**src/rtl/serial_comp_sched_if.sv**
```systemverilog
// serial_comp_sched_if
//  Bundles the requester side, the engine side and the result handshake of
//  the shared serial complementer scheduler.
//  slave  : the scheduler (drives gnt, busy, engine controls, result)
//  master : the environment (requesters, engine, result consumer)
//  Signals:
//   req/req_data      requests and per-requester operands (slice i = [i*W +: W])
//   gnt/busy          one-hot grant pulse, scheduler-busy flag
//   eng_rst_n/eng_load/eng_num/eng_result  engine control and contents
//   res_valid/res_ready/res_data/res_id    result handshake
interface serial_comp_sched_if #(
    parameter int W = 4,
    parameter int N = 4
);
    localparam int IW = (N > 1) ? $clog2(N) : 1;

    logic [N-1:0]   req;
    logic [N*W-1:0] req_data;
    logic [N-1:0]   gnt;
    logic           busy;
    logic           eng_rst_n;
    logic           eng_load;
    logic [W-1:0]   eng_num;
    logic [W-1:0]   eng_result;
    logic           res_valid;
    logic           res_ready;
    logic [W-1:0]   res_data;
    logic [IW-1:0]  res_id;

    modport slave (
        input  req, req_data, eng_result, res_ready,
        output gnt, busy, eng_rst_n, eng_load, eng_num, res_valid, res_data, res_id
    );

    modport master (
        output req, req_data, eng_result, res_ready,
        input  gnt, busy, eng_rst_n, eng_load, eng_num, res_valid, res_data, res_id
    );
endinterface

```
**src/rtl/serial_comp_sched.sv**
```systemverilog
// serial_comp_sched
//  Round-robin scheduler sharing one bit-serial 2's-complement engine among
//  N requesters. One operation is in flight at a time:
//   IDLE -> CLR -> LOAD -> SHIFT (W cycles) -> CAP -> RESP -> IDLE
//  Ports:
//   clk  clock
//   rst  asynchronous active-low reset
//   bus  serial_comp_sched_if.slave (requests, engine controls, result handshake)
//  All outputs are registers and take their new value together with the state
//  they belong to, except res_valid, which rises on the second RESP cycle.
module serial_comp_sched #(
    parameter int W = 4,
    parameter int N = 4
) (
    input  logic clk,
    input  logic rst,
    serial_comp_sched_if.slave bus
);
    localparam int IW = (N > 1) ? $clog2(N) : 1;
    localparam int CW = $clog2(W + 1);

    localparam logic [2:0] ST_IDLE  = 3'd0;
    localparam logic [2:0] ST_CLR   = 3'd1;
    localparam logic [2:0] ST_LOAD  = 3'd2;
    localparam logic [2:0] ST_SHIFT = 3'd3;
    localparam logic [2:0] ST_CAP   = 3'd4;
    localparam logic [2:0] ST_RESP  = 3'd5;

    localparam logic [IW-1:0] LAST_ID  = IW'(N - 1);
    localparam logic [CW-1:0] LAST_BIT = CW'(W - 1);

    // First set request at or after ptr, wrapping modulo N.
    function automatic logic [IW-1:0] rr_pick(input logic [N-1:0] r, input logic [IW-1:0] ptr);
        logic [IW-1:0] win;
        logic          found;
        int            idx;
        win   = '0;
        found = 1'b0;
        for (int k = 0; k < N; k++) begin
            idx = (int'(ptr) + k) % N;
            if (!found && r[idx]) begin
                win   = IW'(idx);
                found = 1'b1;
            end
        end
        return win;
    endfunction

    logic [2:0]    state_r;
    logic [IW-1:0] ptr_r;
    logic [W-1:0]  op_r;
    logic [IW-1:0] id_r;
    logic [CW-1:0] cnt_r;
    logic [N-1:0]  gnt_r;
    logic          busy_r;
    logic          eng_rst_n_r;
    logic          eng_load_r;
    logic [W-1:0]  eng_num_r;
    logic          res_valid_r;
    logic [W-1:0]  res_data_r;
    logic [IW-1:0] res_id_r;

    logic          any_req_s;
    logic [IW-1:0] win_s;
    logic [N-1:0]  win_onehot_s;
    logic [IW-1:0] next_ptr_s;

    // Arbitration: winner, its one-hot grant and the pointer that follows it.
    always_comb begin
        any_req_s    = |bus.req;
        win_s        = rr_pick(bus.req, ptr_r);
        win_onehot_s = {{(N-1){1'b0}}, 1'b1} << win_s;
        if (win_s == LAST_ID) begin
            next_ptr_s = '0;
        end else begin
            next_ptr_s = win_s + IW'(1);
        end
    end

    // Operation sequencer and all registered outputs.
    always_ff @(posedge clk or negedge rst) begin
        if (!rst) begin
            state_r     <= ST_IDLE;
            ptr_r       <= '0;
            op_r        <= '0;
            id_r        <= '0;
            cnt_r       <= '0;
            gnt_r       <= '0;
            busy_r      <= 1'b0;
            eng_rst_n_r <= 1'b0;
            eng_load_r  <= 1'b0;
            eng_num_r   <= '0;
            res_valid_r <= 1'b0;
            res_data_r  <= '0;
            res_id_r    <= '0;
        end else begin
            gnt_r <= '0;
            case (state_r)
                ST_IDLE: begin
                    eng_load_r <= 1'b0;
                    if (any_req_s) begin
                        gnt_r       <= win_onehot_s;
                        op_r        <= bus.req_data[win_s*W +: W];
                        id_r        <= win_s;
                        ptr_r       <= next_ptr_s;
                        busy_r      <= 1'b1;
                        // Clear pulse re-arms the engine carry before every load.
                        eng_rst_n_r <= 1'b0;
                        state_r     <= ST_CLR;
                    end else begin
                        busy_r      <= 1'b0;
                        eng_rst_n_r <= 1'b1;
                        state_r     <= ST_IDLE;
                    end
                end
                ST_CLR: begin
                    eng_rst_n_r <= 1'b1;
                    eng_load_r  <= 1'b1;
                    eng_num_r   <= op_r;
                    state_r     <= ST_LOAD;
                end
                ST_LOAD: begin
                    eng_load_r <= 1'b0;
                    cnt_r      <= '0;
                    state_r    <= ST_SHIFT;
                end
                ST_SHIFT: begin
                    // The engine shifts on each of the W edges closing these cycles.
                    if (cnt_r == LAST_BIT) begin
                        state_r <= ST_CAP;
                    end else begin
                        cnt_r   <= cnt_r + CW'(1);
                        state_r <= ST_SHIFT;
                    end
                end
                ST_CAP: begin
                    res_data_r <= bus.eng_result;
                    res_id_r   <= id_r;
                    state_r    <= ST_RESP;
                end
                ST_RESP: begin
                    if (res_valid_r && bus.res_ready) begin
                        res_valid_r <= 1'b0;
                        busy_r      <= 1'b0;
                        state_r     <= ST_IDLE;
                    end else begin
                        res_valid_r <= 1'b1;
                        state_r     <= ST_RESP;
                    end
                end
                default: begin
                    busy_r      <= 1'b0;
                    eng_rst_n_r <= 1'b1;
                    eng_load_r  <= 1'b0;
                    res_valid_r <= 1'b0;
                    state_r     <= ST_IDLE;
                end
            endcase
        end
    end

    assign bus.gnt       = gnt_r;
    assign bus.busy      = busy_r;
    assign bus.eng_rst_n = eng_rst_n_r;
    assign bus.eng_load  = eng_load_r;
    assign bus.eng_num   = eng_num_r;
    assign bus.res_valid = res_valid_r;
    assign bus.res_data  = res_data_r;
    assign bus.res_id    = res_id_r;
endmodule
```
**src/flat_wrapper.sv**
```systemverilog
// flat-port wrapper written by rule: the top's interface ports become plain ports
module serial_comp_sched_flat 
#(
    parameter int W = 4,
    parameter int N = 4
)
  (clk, rst, bus_req, bus_req_data, bus_eng_result, bus_res_ready, bus_gnt, bus_busy, bus_eng_rst_n, bus_eng_load, bus_eng_num, bus_res_valid, bus_res_data, bus_res_id);
  serial_comp_sched_if #(.W(W), .N(N)) bus_i ();
  input  logic clk;
  input  logic rst;
  input wire logic [$bits(bus_i.req)-1:0] bus_req;
  input wire logic [$bits(bus_i.req_data)-1:0] bus_req_data;
  input wire logic [$bits(bus_i.eng_result)-1:0] bus_eng_result;
  input wire logic [$bits(bus_i.res_ready)-1:0] bus_res_ready;
  output wire logic [$bits(bus_i.gnt)-1:0] bus_gnt;
  output wire logic [$bits(bus_i.busy)-1:0] bus_busy;
  output wire logic [$bits(bus_i.eng_rst_n)-1:0] bus_eng_rst_n;
  output wire logic [$bits(bus_i.eng_load)-1:0] bus_eng_load;
  output wire logic [$bits(bus_i.eng_num)-1:0] bus_eng_num;
  output wire logic [$bits(bus_i.res_valid)-1:0] bus_res_valid;
  output wire logic [$bits(bus_i.res_data)-1:0] bus_res_data;
  output wire logic [$bits(bus_i.res_id)-1:0] bus_res_id;
  assign bus_i.req = bus_req;
  assign bus_i.req_data = bus_req_data;
  assign bus_i.eng_result = bus_eng_result;
  assign bus_i.res_ready = bus_res_ready;
  assign bus_gnt = bus_i.gnt;
  assign bus_busy = bus_i.busy;
  assign bus_eng_rst_n = bus_i.eng_rst_n;
  assign bus_eng_load = bus_i.eng_load;
  assign bus_eng_num = bus_i.eng_num;
  assign bus_res_valid = bus_i.res_valid;
  assign bus_res_data = bus_i.res_data;
  assign bus_res_id = bus_i.res_id;
  serial_comp_sched #(.W(W), .N(N)) u_core (.clk(clk), .rst(rst), .bus(bus_i));
endmodule
```
**config.mk**
```make
export PLATFORM = sky130hd
export DESIGN_NAME = serial_comp_sched_flat
export DESIGN_NICKNAME = d
export VERILOG_FILES = /design/src/rtl/serial_comp_sched_if.sv /design/src/rtl/serial_comp_sched.sv /design/src/flat_wrapper.sv
export SDC_FILE = /design/constraint.sdc
export NUM_CORES = 1
export LEC_CHECK = 0
export CORE_MARGIN = 2
export CORE_UTILIZATION = 49
export CTS_BUF_LIST = sky130_fd_sc_hd__clkbuf_4
export CTS_CLUSTER_DIAMETER = 80
export DETAILED_ROUTE_END_ITERATION = 10
export GPL_ROUTABILITY_DRIVEN = 0
export GPL_TIMING_DRIVEN = 0
export PLACE_DENSITY_LB_ADDON = 0.1
export SLEW_MARGIN = 25
export SYNTH_ARGS = -nofsm -noshare
export SYNTH_HDL_FRONTEND = slang
export SYNTH_SLANG_ARGS = --single-unit
```
**constraint.sdc**
```tcl
create_clock -name clk -period 2.4 [get_ports clk]
set_input_delay 0.6 -clock clk [delete_from_list [all_inputs] [get_ports clk]]
set_output_delay 0.6 -clock clk [all_outputs]
set_load 0.02 [all_outputs]
```
Word-level counts from Yosys, hierarchy flattened

Index checks and enable logic that the tools add are counted.

Register bits after elaboration: 32
Input port bits: 27
Output and inout port bits: 18
Logic and storage cells: 92

$add $sub $neg: 5
$lt $le $gt $ge: 4
Equality and inequality tests: 9
Shifts and indexed selects: 2
Mux-type cells: 35
Bitwise logic cells: 4
Reduce and logical (&&, ||, !) cells: 20

Operators with widths:

| cell                                                                 | number |
|---|---|
| 3-bit case mux with 6 select lines                                   | 1 |
| 16-bit by 5-bit indexed part select with 4-bit output                | 1 |
| 1-bit 2-to-1 mux                                                     | 15 |
| 3-bit by 4-bit < comparator with 1-bit output, second input constant | 3 |
| 4-bit OR reduction                                                   | 3 |
| 2-bit 2-to-1 mux                                                     | 5 |
| 3-bit by 2-bit == test with 1-bit output, second input constant      | 3 |
| 3-bit 2-to-1 mux                                                     | 3 |
| 1-bit binary-select mux with 2-bit select                            | 4 |
| 4-bit 2-to-1 mux                                                     | 2 |
| 3-bit == test, second input constant                                 | 2 |
| 1-bit case mux with 2 select lines                                   | 3 |
| 3-bit case mux with 2 select lines                                   | 1 |
| 2-bit AND reduction                                                  | 3 |
| 2-bit OR reduction                                                   | 3 |
| 5-bit OR reduction                                                   | 1 |
| 2-bit by 1-bit adder with 2-bit output, second input constant        | 2 |
| 2-bit adder, second input constant                                   | 2 |
| 1-bit logical AND                                                    | 4 |
| 1-bit by 2-bit << shifter with 4-bit output, first input constant    | 1 |
| 3-bit by 1-bit adder with 3-bit output, second input constant        | 1 |
| 1-bit AND, first input constant                                      | 3 |
| 3-bit by 1-bit == test with 1-bit output, second input constant      | 1 |
| 1-bit logical NOT                                                    | 3 |
| other kinds (9)                                                      | 9 |

Depth between registers and ports, before layout

Word-level depth: 17
Mapped depth: 6
Depth with buffers taken out: 6

Worst setup path after synthesis

No wires, ideal clock.

Path type: input to register
Start: input bus_req[2]
End: register u_core.ptr_r[1]
Library setup time: 0.117 ns
Arrival: 1.674 ns
Data required time: 2.283 ns
Slack: 0.609 ns
Stages: 6
Path buffers: 0
Cell sequence: and3b_1 -> a31o_1 -> nor2_2 -> ha_1 -> nand2_1 -> nand2_1

Longest elaborated chain between the ends: 14
Elaborated cells between the ends (all ways): 29
Those cells by class: 1 x add/sub; 1 x eq/ne; 19 x mux; 8 x reduce/logical

RTL lines:

| element                                                                        | line                                             | RTL |
|---|---|---|
| from (decl)                                                                    | flat_wrapper.sv:11                               | `input wire logic [$bits(bus_i.req)-1:0] bus_req;` |
| 1-bit binary-select mux with 2-bit select                                      | serial_comp_sched.sv:41                          | `if (!found && r[idx]) begin` |
| 1-bit 2-to-1 mux (implied by the code)                                         | serial_comp_sched.sv:41                          |  |
| 1-bit 2-to-1 mux                                                               | serial_comp_sched.sv:41                          |  |
| 1-bit logical NOT                                                              | serial_comp_sched.sv:41                          |  |
| 1-bit logical AND                                                              | serial_comp_sched.sv:41                          |  |
| 1-bit 2-to-1 mux                                                               | serial_comp_sched.sv:41                          |  |
| 1-bit logical NOT                                                              | serial_comp_sched.sv:41                          |  |
| 1-bit logical AND                                                              | serial_comp_sched.sv:41                          |  |
| 1-bit 2-to-1 mux                                                               | serial_comp_sched.sv:41                          |  |
| 1-bit logical NOT                                                              | serial_comp_sched.sv:41                          |  |
| 1-bit logical AND                                                              | serial_comp_sched.sv:41                          |  |
| 2-bit 2-to-1 mux (*)                                                           | serial_comp_sched.sv:41                          |  |
| 2-bit by 1-bit adder with 2-bit output / 2-bit == test (equally long branches) | serial_comp_sched.sv:76, serial_comp_sched.sv:73 |  |
| 2-bit 2-to-1 mux (*)                                                           | serial_comp_sched.sv:73                          | `if (win_s == LAST_ID) begin` |
| net u_core.next_ptr_s[1]                                                       | serial_comp_sched.sv:66                          | `logic [IW-1:0] next_ptr_s;` |
| to (signal assigned)                                                           | serial_comp_sched.sv:105                         | `ptr_r <= next_ptr_s;` |
| to (decl)                                                                      | serial_comp_sched.sv:50                          | `logic [IW-1:0] ptr_r;` |

Mark *: on every way through the listed nets, which the timed path passes. The rest lies on a longest branch. The select of a mux whose other input is x is not followed.
A chain may end at the register's enable or synchronous reset.

Worst setup path in the final report

Start: input bus_req[1]
End: register u_core.op_r[1]

Longest elaborated chain between the ends: 13
Elaborated cells between the ends (all ways): 27
Those cells by class: 1 x shift; 18 x mux; 8 x reduce/logical

RTL lines:

| element                                               | line                     | RTL |
|---|---|---|
| 1-bit binary-select mux with 2-bit select             | serial_comp_sched.sv:41  |  |
| 1-bit 2-to-1 mux (implied by the code)                | serial_comp_sched.sv:41  |  |
| 1-bit 2-to-1 mux                                      | serial_comp_sched.sv:41  |  |
| 1-bit logical NOT                                     | serial_comp_sched.sv:41  |  |
| 1-bit logical AND                                     | serial_comp_sched.sv:41  |  |
| 1-bit 2-to-1 mux                                      | serial_comp_sched.sv:41  |  |
| 1-bit logical NOT                                     | serial_comp_sched.sv:41  |  |
| 1-bit logical AND                                     | serial_comp_sched.sv:41  |  |
| 1-bit 2-to-1 mux                                      | serial_comp_sched.sv:41  |  |
| 1-bit logical NOT                                     | serial_comp_sched.sv:41  |  |
| 1-bit logical AND                                     | serial_comp_sched.sv:41  |  |
| 2-bit 2-to-1 mux                                      | serial_comp_sched.sv:41  |  |
| 16-bit by 5-bit indexed part select with 4-bit output | serial_comp_sched.sv:103 | `op_r <= bus.req_data[win_s*W +: W];` |
| to (signal assigned)                                  | serial_comp_sched.sv:103 |  |
| to (decl)                                             | serial_comp_sched.sv:51  | `logic [W-1:0] op_r;` |

Parallel ways exist; a longest one is shown, timed or not. The select of a mux whose other input is x is not followed.

==> impl_metrics.csv <==
group,metric,value,unit
clock_network,cts_root_buffer,"clkbuf_4",
yosys,synth_most_common_cell,"dfrtp_1",
power_and_ir_drop,ir_drop,0.5488,mV
cells_and_area,drive_gt1_share,13.71,%
critical_path,crit-reg2reg-launch,"u_core.state_r[1]$_DFF_PN0_",
yosys,synth_xor_area_share,0,%
yosys,syn_area,0.001544,mm2
yosys,synth_commonest_cells,"dfrtp_1 (32), nand2_1 (20), o21ai_0 (15), mux2_2 (10), nor2_1 (7)",
critical_path,cpPeakStageDelay,590,ps
sta,drv_slew,0,
yosys,synth_edf_count,0,
critical_path,path_cells,"clkdlybuf4s50_1, nor4_1, or3_1, buf_6, nor3_4, a21bo_1, o211ai_1",
drt,num_vias,1283,
critical_path,r2r_setup_slack,540,ps
die,die_area,0.003616,mm2
drt,drtAntennaViolNets,0,
critical_path,cp-start-kind,"primary input",
clock_network,cts_inserted_buffers,5,
sta,skew,9.504,ps
global_route,grt_max_degree,33,
drt,dr.pass1.iters,4,
place,place_area,0.002034,mm2
drt,drtIter0Drc,48,
clock_network,cts_tree,"yes",
critical_path,r2r-end,"u_core.op_r[1]$_DFFE_PN0N_",
yosys,yosys.area_share.simple,16.77,%
die,std_cell_rows,20,
place,portBuffers,44,
yosys,synth_compound_area_share,16.86,%
critical_path,required,2600,ps
yosys,yosysTopAreaCellShare,51.86,%
sta,hold_viol_final,0,
power_and_ir_drop,p_per_area,1074,mW/mm2
clock_network,cts_max_path_buffers,2,
clock_network,ctsHoldBuffers,0,
sta,worst_pin_slew,682.0,ps
yosys,synth_flop_cell,"dfrtp_1",
cells_and_area,nets,226,
place,pre_cts_ws,-142.8,ps
clock_network,h-tree-depth,2,
sta,setup_violations,0,
yosys,synth_mux_area_share,9.887,%
outcome,outcome,"finished, final reports clean",
clock_network,clk_pin_slew,100,ps
drt,routed_wl,3317,um
sta,fmax,454.8,MHz
clock_network,worstSkewPairLatency,330,ps
sta,setup_ws,201.3,ps
job,cap_violations,0,
die,initial_core_util,50.99,%
global_route,grt_overflow,0,
critical_path,critPathTopFamily,"simple AND/OR/NAND/NOR gates",
die,core-area,0.003028,mm2
critical_path,reg2reg_depth,6,
cells_and_area,area_growth,35.41,%
min_path,hp-class,"in -> async",
yosys,synth_cell_types,37,
critical_path,worstPathBufferInverterCount,2,
global_route,grt_pass1_vias,1249,
cells_and_area,fin_area,0.002091,mm2
sta,rsz0062_at_grt,"false",
sta,hold_slack,303.1,ps
cells_and_area,regArea,800.8,um2
critical_path,worst-setup-path-type,"in -> reg",
yosys,synth_top_family_by_area,"compound AO/OA/AOI/OAI gates",
die,die_h,60.14,um
yosys,syn_nets,175,
cells_and_area,antenna_cells,0,
critical_path,end_kind,"flip-flop",
sta,period_needed,2199,ps
yosys,post-synth-top-area-cell,"dfrtp_1",
cells_and_area,multi_input_area,709.4,um2
critical_path,path_max_fanout,10,
sta,slew_headroom,54.53,%
cells_and_area,fill_cells,244,
drt,post_drt_wl_per_cell,13.76,um
drt,via_per_inst,5.324,
sta,period_share,91.61,%
clock_network,cts-resized-gates,0,
yosys,yosysWarnings,0,
yosys,netlist_instances,145,
yosys,ys_seq_area_share,51.86,%
clock_network,cts_sinks,32,
yosys,yosys-top-cells-area,"dfrtp_1 (52%), mux2_2 (7.3%), nand2_1 (4.9%), o21ai_0 (4.9%), a21bo_1 (2.6%)",
drt,drcViolationCount,0,
yosys,syn_area_per_cell,10.65,um2
place,dpl.hpwl,2600,um
global_route,grt_pass1_wl,5451,um
global_route,grtUsageTotal,20.97,%
die,dieWidth,60.14,um
critical_path,critical_path.slowest_cell,"nor4_1",
yosys,synth-adder-area-share,2.431,%
clock_network,post-cts-setup-buffers,0,
yosys,ys_ff_latch,32,
cells_and_area,final_core_util,69.05,%
global_route,antenna_found_initial,0,
yosys,async_flop_share,100.0,%
die,io_pins,45,
power_and_ir_drop,p_leak,0.0009113,uW
critical_path,crit_arrival,2400,ps
through the flow:
stage	power [uW]	instances	setup TNS (ps)
after CTS	2262	241	0
after detailed placement	1958	233	-589.5
final	2245	241	0
after floorplan	1540	145	0
after global routing	2412	241	0
after global placement	1900	233	-457.4
area by class of cell:
class | instances | area share (%)
sequential | 32 | 38.30
multi-input combinational | 106 | 33.93
timing repair buffer | 44 | 20.83
tap | 44 | 2.633
clock buffer | 7 | 2.513
buffer | 4 | 1.077
inverter | 3 | 0.5386
clock inverter | 1 | 0.1795
per-layer routing:
layer	global-route usage, %	vias to the layer above	share of wire [%]
li1	-	623	-
met1	25.73	626	43
met2	34.47	28	51
met3	7.359	6	4.6
met4	6.667	0	1.5
met5	0	-	0
state kept, by name (all words and copies together) (netlist names):
signal                cells
u_core.bus.eng_num        4
u_core.bus.gnt            4
u_core.bus.res_data       4
u_core.op_r               4
u_core.cnt_r              3
u_core.state_r            3
u_core.bus.res_id         2
u_core.id_r               2
u_core.ptr_r              2
u_core.bus.busy           1
u_core.bus.eng_load       1
u_core.bus.eng_rst_n      1
u_core.bus.res_valid      1
power by group:
part	internal (uW)	leakage, uW	switching [uW]
registers	757	0.000400	144
logic	517	0.000477	520
clock network	135	0.0000338	172
total	1410	0.000911	836
placed cells by master, fill, tap and decap left out, types with 2 or more instances in the layout:
cell	Yosys	routed
clkdlybuf4s50_1	0	43
dfrtp_1	32	32
nand2_1	20	20
o21ai_0	15	15
mux2_2	10	10
nor2_1	7	7
clkbuf_4	0	7
nand3_1	6	6
a21oi_1	4	4
mux2i_1	4	4
a21bo_1	4	4
nand2b_1	3	3
clkbuf_1	3	3
inv_1	3	3
o211ai_1	3	3
ha_1	3	3
nor4_1	2	2
nor3_1	2	2
and2_1	2	2
a22oi_1	2	2
a22o_1	2	2
kinds of logic (layout without fill, tap and decap cells):
family | after synthesis | count (layout)
and+or+nand+nor | 51 | 51
AOI/OAI and AO/OA | 38 | 38
DFF | 32 | 32
muxes | 14 | 14
buffers and inverters | 7 | 59
adders and majority gates | 3 | 3
how the worst max path moves through the flow:
stage | slack (ps) | cells after the start | endpoint | startpoint
6_report | 200 | 7 | u_core.op_r[1]$_DFFE_PN0N_ | bus_req[1]
3_5_place_dp | -140 | 7 | u_core.op_r[1]$_DFFE_PN0N_ | bus_req[1]
5_1_grt | 70 | 7 | u_core.op_r[1]$_DFFE_PN0N_ | bus_req[1]
3_3_place_gp | -120 | 7 | u_core.op_r[3]$_DFFE_PN0N_ | bus_req[1]
4_1_cts | 200 | 7 | u_core.op_r[3]$_DFFE_PN0N_ | bus_req[1]
2_1_floorplan | 610 | 6 | u_core.ptr_r[1]$_DFFE_PN0N_ | bus_req[2]
(Power assumes the default switching activity.)
